[config.mk]
export PLATFORM = sky130hd
export DESIGN_NAME = multicycle_control
export DESIGN_NICKNAME = d
export VERILOG_FILES = /design/src/rtl/mips_defs.sv /design/src/rtl/multicycle_control.sv
export SDC_FILE = /design/constraint.sdc
export NUM_CORES = 1
export LEC_CHECK = 0
export CAP_MARGIN = 20
export CORE_UTILIZATION = 50
export DETAILED_ROUTE_END_ITERATION = 7
export PLACE_DENSITY = 0.85
export SYNTH_ARGS = -nofsm -noshare
export SYNTH_HDL_FRONTEND = slang
export SYNTH_SLANG_ARGS = --single-unit
[constraint.sdc]
create_clock -name clock -period 5.4 [get_ports clock]
set_input_delay 1.08 -clock clock [delete_from_list [all_inputs] [get_ports clock]]
set_output_delay 1.08 -clock clock [all_outputs]
set_load 0.01 [all_outputs]
[src/rtl/mips_defs.sv]
// mips_defs: shared state encodings, opcodes and control field codes for the multicycle MIPS
package mips_defs;

    typedef enum logic [3:0] {
        S_FETCH  = 4'd0,
        S_DECODE = 4'd1,
        S_MEMADR = 4'd2,
        S_MEMRD  = 4'd3,
        S_MEMWB  = 4'd4,
        S_MEMWR  = 4'd5,
        S_EXEC   = 4'd6,
        S_ALUWB  = 4'd7,
        S_BRANCH = 4'd8,
        S_JUMP   = 4'd9
    } state_t;

    localparam logic [5:0] OP_RTYPE = 6'b000000;
    localparam logic [5:0] OP_LW    = 6'b100011;
    localparam logic [5:0] OP_SW    = 6'b101011;
    localparam logic [5:0] OP_BEQ   = 6'b000100;
    localparam logic [5:0] OP_J     = 6'b000010;

    localparam logic [1:0] ALUOP_ADD   = 2'b00;
    localparam logic [1:0] ALUOP_SUB   = 2'b01;
    localparam logic [1:0] ALUOP_FUNCT = 2'b10;

    localparam logic [1:0] SRCB_B     = 2'b00;
    localparam logic [1:0] SRCB_FOUR  = 2'b01;
    localparam logic [1:0] SRCB_IMM   = 2'b10;
    localparam logic [1:0] SRCB_IMMSH = 2'b11;

    localparam logic [1:0] PCSRC_ALU    = 2'b00;
    localparam logic [1:0] PCSRC_ALUOUT = 2'b01;
    localparam logic [1:0] PCSRC_JUMP   = 2'b10;

    // True for the opcodes this controller knows how to sequence
    function automatic logic is_legal(input logic [5:0] op);
        return op inside {OP_RTYPE, OP_LW, OP_SW, OP_BEQ, OP_J};
    endfunction

endpackage

[src/rtl/multicycle_control.sv]
// multicycle_control: Moore sequencer driving the multicycle MIPS datapath and counting retired instructions
module multicycle_control
    import mips_defs::*;
#(
    parameter int CNT_W = 32
) (
    input  logic             clock,
    input  logic             reset,
    input  logic [5:0]       opcode,
    output logic             PCWrite,
    output logic             PCWriteCond,
    output logic             IorD,
    output logic             MemRead,
    output logic             MemWrite,
    output logic             IRWrite,
    output logic             MemtoReg,
    output logic             RegDst,
    output logic             RegWrite,
    output logic             ALUSrcA,
    output logic [1:0]       ALUSrcB,
    output logic [1:0]       ALUOp,
    output logic [1:0]       PCSource,
    output logic [3:0]       state,
    output logic             illegal,
    output logic [CNT_W-1:0] retired
);

    state_t state_q, state_d;
    logic   retire;

    assign state  = state_q;
    assign retire = state_q inside {S_MEMWB, S_MEMWR, S_ALUWB, S_BRANCH, S_JUMP};

    // State register; reset wins over every transition
    always_ff @(posedge clock) begin
        if (reset) state_q <= S_FETCH;
        else       state_q <= state_d;
    end

    // Retired-instruction counter, bumped on the edge leaving a final state
    always_ff @(posedge clock) begin
        if (reset)       retired <= '0;
        else if (retire) retired <= retired + CNT_W'(1);
    end

    // Next-state logic; opcode matters only in DECODE and MEMADR
    always_comb begin
        state_d = S_FETCH;
        case (state_q)
            S_FETCH:  state_d = S_DECODE;
            S_DECODE: begin
                case (opcode)
                    OP_LW, OP_SW: state_d = S_MEMADR;
                    OP_RTYPE:     state_d = S_EXEC;
                    OP_BEQ:       state_d = S_BRANCH;
                    OP_J:         state_d = S_JUMP;
                    default:      state_d = S_FETCH;
                endcase
            end
            S_MEMADR: state_d = (opcode == OP_SW) ? S_MEMWR : S_MEMRD;
            S_MEMRD:  state_d = S_MEMWB;
            S_EXEC:   state_d = S_ALUWB;
            default:  state_d = S_FETCH;
        endcase
    end

    // Output decode from state alone, all held low while reset is asserted
    always_comb begin
        PCWrite     = 1'b0;
        PCWriteCond = 1'b0;
        IorD        = 1'b0;
        MemRead     = 1'b0;
        MemWrite    = 1'b0;
        IRWrite     = 1'b0;
        MemtoReg    = 1'b0;
        RegDst      = 1'b0;
        RegWrite    = 1'b0;
        ALUSrcA     = 1'b0;
        ALUSrcB     = SRCB_B;
        ALUOp       = ALUOP_ADD;
        PCSource    = PCSRC_ALU;
        illegal     = 1'b0;
        if (!reset) begin
            case (state_q)
                S_FETCH: begin
                    MemRead  = 1'b1;
                    IRWrite  = 1'b1;
                    ALUSrcB  = SRCB_FOUR;
                    PCWrite  = 1'b1;
                    PCSource = PCSRC_ALU;
                end
                S_DECODE: begin
                    ALUSrcB = SRCB_IMMSH;
                    illegal = !is_legal(opcode);
                end
                S_MEMADR: begin
                    ALUSrcA = 1'b1;
                    ALUSrcB = SRCB_IMM;
                end
                S_MEMRD: begin
                    MemRead = 1'b1;
                    IorD    = 1'b1;
                end
                S_MEMWB: begin
                    RegWrite = 1'b1;
                    MemtoReg = 1'b1;
                end
                S_MEMWR: begin
                    MemWrite = 1'b1;
                    IorD     = 1'b1;
                end
                S_EXEC: begin
                    ALUSrcA = 1'b1;
                    ALUOp   = ALUOP_FUNCT;
                end
                S_ALUWB: begin
                    RegWrite = 1'b1;
                    RegDst   = 1'b1;
                end
                S_BRANCH: begin
                    ALUSrcA     = 1'b1;
                    ALUOp       = ALUOP_SUB;
                    PCWriteCond = 1'b1;
                    PCSource    = PCSRC_ALUOUT;
                end
                S_JUMP: begin
                    PCWrite  = 1'b1;
                    PCSource = PCSRC_JUMP;
                end
                default: ;
            endcase
        end
    end

endmodule

=== Word level (Yosys, flattened, before mapping) ===
Index checks and enable logic that the tools add are counted.

* Output and inout bits: 53
* Memories: 0
* Bits of input ports: 8
* ROM bits: 0
* Bits in registers: 36
* RAM bits: 0
* Logic and storage cells: 58
* Latch bits: 0

* Div/mod/pow operators: 0
* Mux-type cells: 31
* Multiply operators: 0
* Reduce and logical (&&, ||, !) cells: 11
* Add/subtract/negate cells: 1
* Shift operators: 0
* Equal/unequal tests: 13
* Order comparisons: 0
* Bitwise logic cells: 0

{| class="wikitable"
|+ Operators with widths
! operator !! count
|-
| $add A32 B1 Y32 const B || 1
|-
| $mux W1 || 22
|-
| $pmux W4 S5 || 1
|-
| $eq A4 B3 Y1 const B || 4
|-
| $pmux W4 S4 || 1
|-
| $eq A6 B6 Y1 const B || 2
|-
| $reduce_bool A5 Y1 || 2
|-
| $reduce_or A2 Y1 || 5
|-
| $eq A4 B2 Y1 const B || 2
|-
| $eq A4 B4 Y1 const B || 2
|-
| $pmux W2 S2 || 2
|-
| $eq A6 B2 Y1 const B || 1
|-
| $eq A6 B3 Y1 const B || 1
|-
| $logic_not A6 Y1 || 1
|-
| $mux W2 || 3
|-
| $pmux W2 S3 || 1
|-
| $eq A4 B1 Y1 const B || 1
|-
| $logic_not A4 Y1 || 1
|-
| $mux W3 || 1
|-
| $reduce_or A3 Y1 || 1
|-
| $logic_not A1 Y1 || 1
|}

=== Longest topological paths before layout ===
Gate-level depths: netlist of run 1.

* Depth after elaboration: 5
* Depth in mapped cells: 7
* Gate-level depth less buffers: 5

=== Worst setup path after synthesis of run 1 ===
Ideal clock, no wire load.

* Path type: input-to-output
* From: in reset
* To: out PCWrite
* Required time: 4,320 ps
* Slack: 2,293 ps
* Buffers on the path: 1
* Arrival: 2,027 ps
* Cell stages on the path: 4
* Cells stage by stage: or3_1 clkbuf_1 nor3_1 or2_2

* Word-level cells in the longest chain between the ends: 1

{| class="wikitable"
|+ Ends and longest elaborated chain
! element !! RTL line !! source
|-
| start: declaration || multicycle_control.sv:8 || <nowiki>input logic reset,</nowiki>
|-
| $mux W1 || multicycle_control.sv:83 || <nowiki>if (!reset) begin</nowiki>
|-
| end: declaration || multicycle_control.sv:10 || <nowiki>output logic PCWrite,</nowiki>
|}

Every way passes these cells.

=== Final worst setup path of run 1 ===
* From: in reset
* To: out illegal

* Word-level cells in the longest chain between the ends: 1

{| class="wikitable"
|+ Ends and longest elaborated chain
! element !! RTL line !! source
|-
| $mux W1 || multicycle_control.sv:83 ||
|-
| end: declaration || multicycle_control.sv:24 || <nowiki>output logic illegal,</nowiki>
|}

Every way passes these cells.

==> results.cfg, run 1 <==
[timing]
tns_ns = 0
relSlewSlack_pct = 31.5
drv_slew = 0
rsz0062_at_grt = false
finalSetupViolations = 0
finalCriticalPeriod_ns = 4.14
fmax_mhz = 242
period_share_pct = 76.7
skew_ns = 0.00615
hold_violations = 0
tightest_slew_ns = 1.03

[setup_path]
cp-end-kind = output port
max_stage_delay_ns = 0.58
slowest_stage = clkdlybuf4s50_1
timing.rr.end = retired[23]$_SDFFE_PP0P_
critical_path.cell_chain = clkdlybuf4s50_1 -> buf_4 -> or3_1 -> nor4b_1 -> clkdlybuf4s50_1
crit_end = illegal
crit_required_ns = 4.32
crit_top_cell = clkdlybuf4s50_1
cp-start-kind = input pin
reg2reg_depth = 5
crit_cells = 5
reg2reg_from = state[2]$_SDFF_PP0_
crit_arrival_ns = 3.06
startpoint = reset
timing.reg2reg.setup_slack_ns = 3.00
critPathTopFamily = buffers and inverters
worstPathMaxFanout = 40
critPathBufInv = 3
crit_type = in2out

[clock_tree]
cts_buffers = 5
clock_latency_ns = 0.29
htree_num_levels = 2
ctsResizeCount = 0
root_buffer = clkbuf_8
ctsHoldBuffers = 0
clk_pin_slew_ns = 0.07
cts_tree = built
cts_num_sinks = 36
cts_buffer_depth = 2
post-cts-setup-buffers = 0

[floorplanning]
chipHeight_microns = 63.9
dieArea_sq_mm = 0.00408
coreArea_sq_mm = 0.00366
ios = 61
rows = 22
start_util_pct = 52.3
die_w_microns = 63.9

[yosys]
synth_top_area_share_pct = 37.7
ys_ff_latch = 36
yosysMostFrequentCell = dfxtp_1
yosys-top-cells-count = dfxtp_1 (36), nor2_1 (34), nand2_1 (16), xor2_1 (16), nand4_1 (15)
synth_top_cell_by_area = dfxtp_1
synthTopCellsByArea = dfxtp_1 (38%), xor2_1 (7.3%), nor2_1 (6.7%)
synth.cell_area_sq_mm = 0.00191
yosys_warnings = 0
syn-num-nets = 247
netlist_instances = 238
synthDistinctLibCells = 44
synth-async-reset-ratio_pct = 0
synth-main-ff-cell = dfxtp_1
seq_area_frac_synth_pct = 37.7
synth_edf_count = 0
syn_area_per_cell_sq_um = 8.04

[cells_and_area]
antennaDiodeCount = 0
drive_gt1_share_pct = 8.14
area_growth_pct = 37.0
final_nets = 303
instances_no_fill = 343

[global_route]
overflow = 0
grt_pass1_vias = 1812
grt_max_degree = 41
grt_pass1_wl_mm = 7.89
grt_use_total_pct = 24.4
antenna_found_initial = 0

[detailed_routing]
drc_errors = 0
wl_per_cell_microns = 13.7
firstDrtPassIters = 4
drtIter0Drc = 106
drtAntennaViolNets = 0
wirelength_mm = 4.70
vias = 1950
viasPerCell = 5.69

[pwr]
leakage_nw = 0.888
irDropWorstVdd_mv = 0.122
p_per_area_mw_per_mm2 = 188
p_total_uw = 492

[job]
cap_violations = 0

[run_status]
status = complete, no violations

[placement]
numPortBuffers = 60
dp_cells = 334
place_congestion = 0.810
post-dp-hpwl_mm = 3.28

[hold_path]
min_from = retired[25]$_SDFFE_PP0P_
hold_class = reg2reg
through the flow:
step	setup WS, ns	hold WS, ns	utilization (%)	instance area, sq um
after detailed placement	1.24	0.494	69.0	2530
after floorplan	2.29	0.514	-	1910
after CTS	1.24	0.507	71.4	2620
final	1.26	0.508	71.6	2620
after global placement	1.26	0.485	69.0	2530
after global routing	1.12	0.550	71.6	2620
placed cells by master (no fill, tap or decap), types with 7 or more instances in the layout:
master and n:
a21oi_1 11, clkdlybuf4s50_1 60, dfxtp_1 36, inv_1 8, nand2_1 16, nand3_1 13
nand4_1 15, nor2_1 34, nor3_1 13, o21ai_0 9, xnor2_1 7, xor2_1 16
tightest hold or removal path: cells and delay by family, from the launching register on:
kind	cells	cell delay, ns
AOI/OAI and AO/OA	2	0.14
DFF	1	0.33
where the power goes:
part           internal [mW]  total [mW]  leakage [nW]  switching (mW)
clock network         0.0898       0.191        0.0479           0.101
registers              0.266       0.269         0.290         0.00279
logic                 0.0163      0.0323         0.550          0.0160
area by class of cell:
cell class	count	area, sq um
Multi-Input combinational cell	180	1100
Fill cell	295	1040
Sequential cell	36	721
Timing Repair Buffer	63	621
Clock buffer	5	68.8
Tap cell	48	60.1
Inverter	8	30.0
Clock inverter	3	18.8
logic make-up (layout without fill, tap and decap cells):
logic type / count (synthesis) / count (layout) / share of synthesized area, %
adder cells (fa/ha/maj): 1 / 1 / 0.654
multiplexers: 2 / 2 / 1.11
buffers and inverters: 22 / 79 / 4.77
flip-flops: 36 / 36 / 37.7
XOR/XNOR: 23 / 23 / 10.5
AND/OR/NAND/NOR: 125 / 125 / 35.7
AO/OA/AOI/OAI: 29 / 29 / 9.55
how the worst min path moves through the flow:
stage / to / slack, ns / cells past startpoint
2_1_floorplan: retired[27]$_SDFFE_PP0P_ / 0.51 / 2
3_3_place_gp: retired[30]$_SDFFE_PP0P_ / 0.49 / 2
3_5_place_dp: retired[25]$_SDFFE_PP0P_ / 0.49 / 2
4_1_cts: retired[25]$_SDFFE_PP0P_ / 0.51 / 2
5_1_grt: retired[25]$_SDFFE_PP0P_ / 0.55 / 2
6_report: retired[25]$_SDFFE_PP0P_ / 0.51 / 2
metal layers:
metal | up-vias | track usage [%] | part of all wire [%]
met5 | - | 0 | 0
met4 | 0 | 11.9 | 1.7
met3 | 12 | 5.54 | 4.7
met2 | 76 | 43.0 | 50
met1 | 903 | 27.5 | 43
li1 | 959 | - | -
state kept, by name, summed over array words and instances, names as in the netlist:
signal and count:
retired 32, state 4
(Power assumes the default switching activity.)
==> run 2, diff against run 1 <==
Settings changed: CORE_UTILIZATION 50 to 42, PLACE_DENSITY 0.85 to 0.77.
Clock period 5.4 ns to 3.59 ns, I/O delays scaled along.
==> run 2 against run 1 <==
Total power up 54%. Flip-flop and latch count did not move. Hold slack lost 0.00074 ns. Core utilization is 11 points lower. Setup slack got worse by 0.85 ns. Sequential share of layout area down 0.29 points. Via count is 4.3% lower. Sequential power up 51%. Critical path depth is the same. Final cell count is 1.7% higher. Die area is 18% higher. Non-clock buffer count rose by 2. Critical path type unchanged.
==> results.cfg, run 2 (synthesis results as in run 1) <==
[timing]
holdWs_ns = 0.507
drv_slew = 0
skew_ns = 0.0107
relSlewSlack_pct = 68.9
tightest_slew_ns = 0.465
rsz0062_at_grt = false
fmax_mhz = 314
fin_ws_ns = 0.410
period_share_pct = 88.6
finalCriticalPeriod_ns = 3.18
hold_violations = 0
finalSetupViolations = 0
tns_ns = 0

[detailed_routing]
firstDrtPassIters = 4
drc_errors = 0
drtIter0Drc = 75
wirelength_mm = 4.64
viasPerCell = 5.35
drtAntennaViolNets = 0
vias = 1866
wl_per_cell_microns = 13.3

[setup_path]
max_stage_delay_ns = 0.58
critical_path.cell_chain = clkdlybuf4s50_1 -> and3_1 -> o21ai_0 -> nor4b_1 -> clkdlybuf4s50_1
cp-start-kind = input pin
worstPathMaxFanout = 5
crit_arrival_ns = 2.46
slowest_stage = clkdlybuf4s50_1
cp-end-kind = output port
crit_required_ns = 2.87
crit_top_cell = clkdlybuf4s50_1
reg2reg_depth = 5
crit_type = in2out

[clock_tree]
ctsHoldBuffers = 0
post-cts-setup-buffers = 0
clk_pin_slew_ns = 0.08
root_buffer = clkbuf_8
clock_latency_ns = 0.30
cts_buffers = 5
cts_buffer_depth = 2
htree_num_levels = 2
ctsResizeCount = 0
cts_num_sinks = 36
cts_tree = built

[cells_and_area]
drive_gt1_share_pct = 8.75
most-common-layout-cells = clkdlybuf4s50_1 (60), dfxtp_1 (36), nor2_1 (34)
final_nets = 305
antennaDiodeCount = 0
largest_register_ffs = 32
registers.top_by_ff_count = retired
n_fill_cell = 381
area_growth_pct = 38.4
layout_commonest_cell = clkdlybuf4s50_1

[global_route]
overflow = 0
grt_pass1_wl_mm = 7.67
antenna_found_initial = 0
grt_max_degree = 26
grt_pass1_vias = 1625
grt_use_total_pct = 19.9

[placement]
pre_cts_ws_ns = 0.414
post-dp-hpwl_mm = 3.29
numPortBuffers = 60
place_congestion = 0.782

[job]
cap_violations = 0

[floorplanning]
dieArea_sq_mm = 0.00483
chipHeight_microns = 69.5
start_util_pct = 43.9
die_w_microns = 69.5
rows = 24
ios = 61
coreArea_sq_mm = 0.00435

[pwr]
leakage_nw = 0.902
irDropWorstVdd_mv = 0.205
p_per_area_mw_per_mm2 = 285

[run_status]
status = complete, no violations

[hold_path]
worstHoldPathCells = 2
hold_class = reg2reg
[run 2: layer usage]
metal,track usage (%),part of all wire [%]
met1,25.4,46
met2,32.3,48
met3,5.67,4.2
met4,6.80,1.4
met5,0,0
[run 2: layout make-up]
| cell class | count | area (sq um) | share of cell area (%) |
|---|---|---|---|
| well taps | 52 | 65.1 | 2.46 |
| inverters | 8 | 30.0 | 1.13 |
| clock buffers | 6 | 82.6 | 3.12 |
| flip-flops and latches | 36 | 721 | 27.2 |
| repair buffers | 65 | 638 | 24.1 |
| clock inverters | 2 | 10.0 | 0.378 |
| multi-input cells | 180 | 1100 | 41.6 |
[run 2: worst max-delay path, delay by kind of cell]
| kind | cells | cell delay [ns] |
|---|---|---|
| buf+inv | 2 | 1.07 |
| compound gates | 1 | 0.21 |
| simple gates | 2 | 0.47 |
[run 2: metrics by stage]
step / std cells / util [%] / power [mW] / area (sq um)
final: 349 / 60.8 / 0.756 / 2650
after detailed placement: 341 / 58.7 / 0.463 / 2550
after floorplan: 238 / - / 0.437 / 1910
after global routing: 349 / 60.8 / 0.786 / 2650
after global placement: 341 / 58.7 / 0.463 / 2550
after CTS: 349 / 60.8 / 0.764 / 2650
[run 2: path summary, 6_finish.rpt]
| path | start | to | slack [ns] |
|---|---|---|---|
| hold / removal | retired[27]$_SDFFE_PP0P_ | retired[27]$_SDFFE_PP0P_ | 0.51 |
| hold reg to reg | retired[27]$_SDFFE_PP0P_ | retired[27]$_SDFFE_PP0P_ | 0.51 |
| setup reg to reg | retired[2]$_SDFFE_PP0P_ | retired[24]$_SDFFE_PP0P_ | 1.42 |
| setup / recovery | opcode[1] | illegal | 0.41 |
[run 2: power by group]
group          internal [mW]  switching (mW)
sequential             0.400         0.00420
clock                  0.153           0.149
combinational         0.0253          0.0242
==> variant 1 (config.mk and constraints of run 1) <==
Register the output `MemRead`, cleared by the reset; this adds one clock of latency there. The other outputs are not delayed to match.
--- a/src/rtl/multicycle_control.sv
+++ b/src/rtl/multicycle_control.sv
@@ -26,2 +26,4 @@
 );
+
+    logic MemRead_d;
 
@@ -71,3 +73,3 @@
         IorD        = 1'b0;
-        MemRead     = 1'b0;
+        MemRead_d   = 1'b0;
         MemWrite    = 1'b0;
@@ -85,3 +87,3 @@
                 S_FETCH: begin
-                    MemRead  = 1'b1;
+                    MemRead_d = 1'b1;
                     IRWrite  = 1'b1;
@@ -100,3 +102,3 @@
                 S_MEMRD: begin
-                    MemRead = 1'b1;
+                    MemRead_d = 1'b1;
                     IorD    = 1'b1;
@@ -134,2 +136,10 @@
 
+    always_ff @(posedge clock) begin
+        if (reset) begin
+            MemRead <= '0;
+        end else begin
+            MemRead <= MemRead_d;
+        end
+    end
+
 endmodule
Check against the original RTL: not equivalent (Yosys sat finds a counterexample within 4 cycles, from zero or initial values and one cycle with reset high).
==> variant 1 against run 1 <==
Routed wire length shrank 1.7%; sequential cell count grew 1; fmax fell by 4.1%; area after synthesis is 1.2% higher; power grew 13%; final area increased by 1.4%; setup slack got worse by 0.18 ns; global-route usage shrank 0.10 points; combinational power decreased by 3%; first-iteration DRC count grew 13%.
==> variant 1: results (changes against run 1) <==
status: "finished clean"
hold_end: "retired[31]"
synth_area_leaders: "dfxtp_1 38%, xnor2_1 6.3%, nor2_1 5.4%"
leakage_nw: 0.846  # -4.8%
wl_met3_um: 172  # -22%
synthTopCellsByCount: "37 x dfxtp_1, 28 x nor2_1, 17 x a21oi_1"
vdd_ir_drop_max_mv: 0.156  # +28%
synth.distinct_cells: 45  # +2.3%
dr.first_iter.drc_count: 120  # +13%
use_met2: 0.429  # -0.000574
clock_area_frac: 0.0438  # +0.0104
drive_gt1_frac: 0.0729  # -0.00844
reg2reg_to: "retired[29]"
final_nets: 296  # -2.3%
drt_wl_total_um: 4610  # -1.7%
grtUsageTotal: 0.243  # -0.00100
grtUsageMet3: 0.0625  # +0.00714
syn_inst: 232  # -2.5%
grt_pass1_wl_um: 7880  # -0.18%
critPathArrivalTime_ns: 3.24  # +0.18 ns
sw_frac_of_total: 0.209  # -0.0339
m1WireLength_um: 2000  # -1.8%
placed_area_mm2: 0.00254  # +0.50%
inverters: 6  # -2
grt_util_met1: 0.276  # +0.00141
drt-pass1-iter-count: 5  # +1
worst_slack_ns: 1.08  # -0.177 ns
syn-mean-instance-area_um2: 8.35  # +3.9%
comb_power_w: 0.0000314  # -3%
-- variant 1: cell types whose count changed after synthesis, moves of 4 or more --
| cell | change |
|---|---|
| xor2_1 | -12 |
| or3_1 | +7 |
| or4_1 | +4 |
| nor2_1 | -6 |
| a21oi_1 | +6 |
| nand4_1 | -12 |
| o31ai_1 | +4 |
| xnor2_1 | +7 |
| nor4_1 | +4 |
| nor3_1 | -4 |
-- variant 1: kinds of logic (layout without fill, tap and decap cells) --
group	count (synthesis)	after routing	synth area share
and+or+nand+nor	118	118	0.358
AOI/OAI and AO/OA	38	38	0.121
buffers and inverters	19	75	0.0452
muxes	1	1	0.00517
DFF	37	37	0.382
adders and majority gates	1	1	0.00646
xor gates and xnor gates	18	18	0.0814
-- variant 1: worst max-delay path: cells and delay by family --
family                 cells  cell delay (ns)
buffers and inverters      2             1.30
AND/OR/NAND/NOR            2             0.85
==> variant 2 (flow settings as in run 1) <==
Without the edit above. `CNT_W`: 32 -> 36.
--- a/src/rtl/multicycle_control.sv
+++ b/src/rtl/multicycle_control.sv
@@ -4,3 +4,3 @@
 #(
-    parameter int CNT_W = 32
+    parameter int CNT_W = 36
 ) (
Interface: changed (resized retired); port bits go from 61 to 65. No check against the original RTL was run, so the function may have changed too.
==> variant 2 against run 1 <==
Clock skew hardly changed; first-iteration DRC count shrank 14%; combinational power up 32%; routed wire length rose by 25%; die area rose by 28%; global-route usage shrank 1.0 points; sequential share of layout area is 2.6 points lower; sequential power grew 11%; area after synthesis rose by 29%; final area is 23% higher; critical path depth is the same; setup slack gained 0.25 ns; sequential cell count grew 4; power grew 11%.
==> variant 2: results (changes against run 1) <==
maxSlewViolCount: 0  # unchanged
clockRootBuffer: "clkbuf_8"
r2r_start: "state[1]"
first_global_vias: 2239  # +24%
clk_path_buf_depth: 2  # unchanged
reg2reg_to: "retired[28]"
holdCritStartpoint: "retired[7]"
grtUsageTotal: 0.234  # -0.0105
synthTopCellsByCount: "41 x nor2_1, 40 x dfxtp_1, 27 x nor2b_1, 27 x nor4_1"
status: "finished clean"
cts_resized: 0  # unchanged
rows: 25  # +14%
wire_per_inst_um: 13.9  # +1.9%
ff2ff_path_depth: 4  # -1
htree_levels: 2  # unchanged
yosysSeqAreaShare: 0.325  # -0.0522
grt_max_degree: 69  # +68%
async_flop_share: 0  # unchanged
numPortBuffers: 64  # +6.7%
leakage_nw: 1.13  # +27%
clk_latency_ns: 0.29  # about the same
synth.distinct_cells: 42  # -4.5%
critPathArrivalTime_ns: 2.81  # -0.25 ns
clk_pin_slew_ns: 0.07  # about the same
synth_top_flop_cell: "dfxtp_1"
synth_area_leaders: "dfxtp_1 32%, mux2_1 7.3%, nor2b_1 6.8%"
vdd_ir_drop_max_mv: 0.174  # +43%
drive_gt1_frac: 0.0817  # +0.000334
hold_path_class: "flip-flop to flip-flop"
finClkSkew_ns: 0.00643  # +0.000276 ns
antenna_found_initial: 0  # unchanged
yosysWarnings: 0  # unchanged
globalplace.congestion: 0.794  # -2.0%
hold_path_depth: 2  # unchanged
grt_pass1_wl_um: 9820  # +24%
fill_cells: 387  # +31%
worst-r2r-setup-slack_ns: 2.89  # -0.11 ns
worstMarginPinSlew_ns: 1.09  # +0.0650 ns
final_nets: 363  # +20%
cell_internal_pwr_w: 0.000417  # +12%
hold_end: "retired[7]"
hpwl_um: 3880  # +18%
largest_reg_flops: 36  # +13%
diodes: 0  # unchanged
dr.first_iter.drc_count: 91  # -14%
top_register: "retired"
crit_fanout: 5  # -88%
viasPerCell: 5.79  # +1.9%
post_cts_buffers: 0  # unchanged
synth_nets: 313  # +27%
-- variant 2: final cells by class --
cell class                      count  area, µm²  area share
Clock buffer                        6       82.6      0.0257
Clock inverter                      2       10.0     0.00312
Inverter                            6       22.5     0.00701
Multi-Input combinational cell    236       1560       0.485
Sequential cell                    40        801       0.249
Tap cell                           67       83.8      0.0261
Timing Repair Buffer               65        656       0.204
-- variant 2: logic make-up after synthesis --
logic type	count (synthesis)	share of synthesized area
and+or+nand+nor	180	0.421
xor gates and xnor gates	3	0.0107
buffers and inverters	28	0.0512
muxes	27	0.123
AOI/OAI and AO/OA	25	0.0649
adders and majority gates	1	0.00507
DFF	40	0.325
-- variant 2: power by group through the flow --
stage / Sequential [W] / Combinational (W) / Clock, W
5_1_grt: 0.000299 / 0.0000469 / 0.000224
2_1_floorplan: 0.000304 / 0.0000246 / 0
6_report: 0.000298 / 0.0000426 / 0.000205
3_5_place_dp: 0.000305 / 0.0000411 / 0
3_3_place_gp: 0.000305 / 0.0000399 / 0
4_1_cts: 0.000298 / 0.0000413 / 0.000209
-- variant 2: critical path: stages --
cell and delay, ns:
clkdlybuf4s50_1 0.48, and3_1 0.21, o21a_1 0.20, nor4_1 0.26, clkdlybuf4s50_1 0.58
-- variant 2: how the worst max path moves through the flow --
stage,startpoint,end,slack [ns],cells past startpoint
floorplan,reset,PCSource[0],2.35,3
global placement,reset,PCWrite,1.19,6
detailed placement,reset,PCWrite,1.08,6
CTS,reset,PCWrite,1.09,6
global route,reset,PCWrite,1.38,7
finish,opcode[1],illegal,1.51,5
-- variant 2: per-layer routing --
metal | up-vias | GRT usage | part of all wire
met3 | 4 | 0.0556 | 0.060
li1 | 1212 | - | -
met5 | - | 0 | 0
met2 | 79 | 0.399 | 0.48
met1 | 1149 | 0.285 | 0.45
met4 | 0 | 0.0871 | 0.0078
-- variant 2: metrics by stage --
step,worst slack [ns],util,cell area [µm²],std cells,hold WS (ns)
after global placement,1.19,0.656,3100,413,0.500
final,1.51,0.680,3210,422,0.531
after detailed placement,1.08,0.656,3100,413,0.517
after floorplan,2.35,-,2470,304,0.521
after CTS,1.09,0.676,3190,421,0.532
after global routing,1.38,0.680,3210,422,0.568
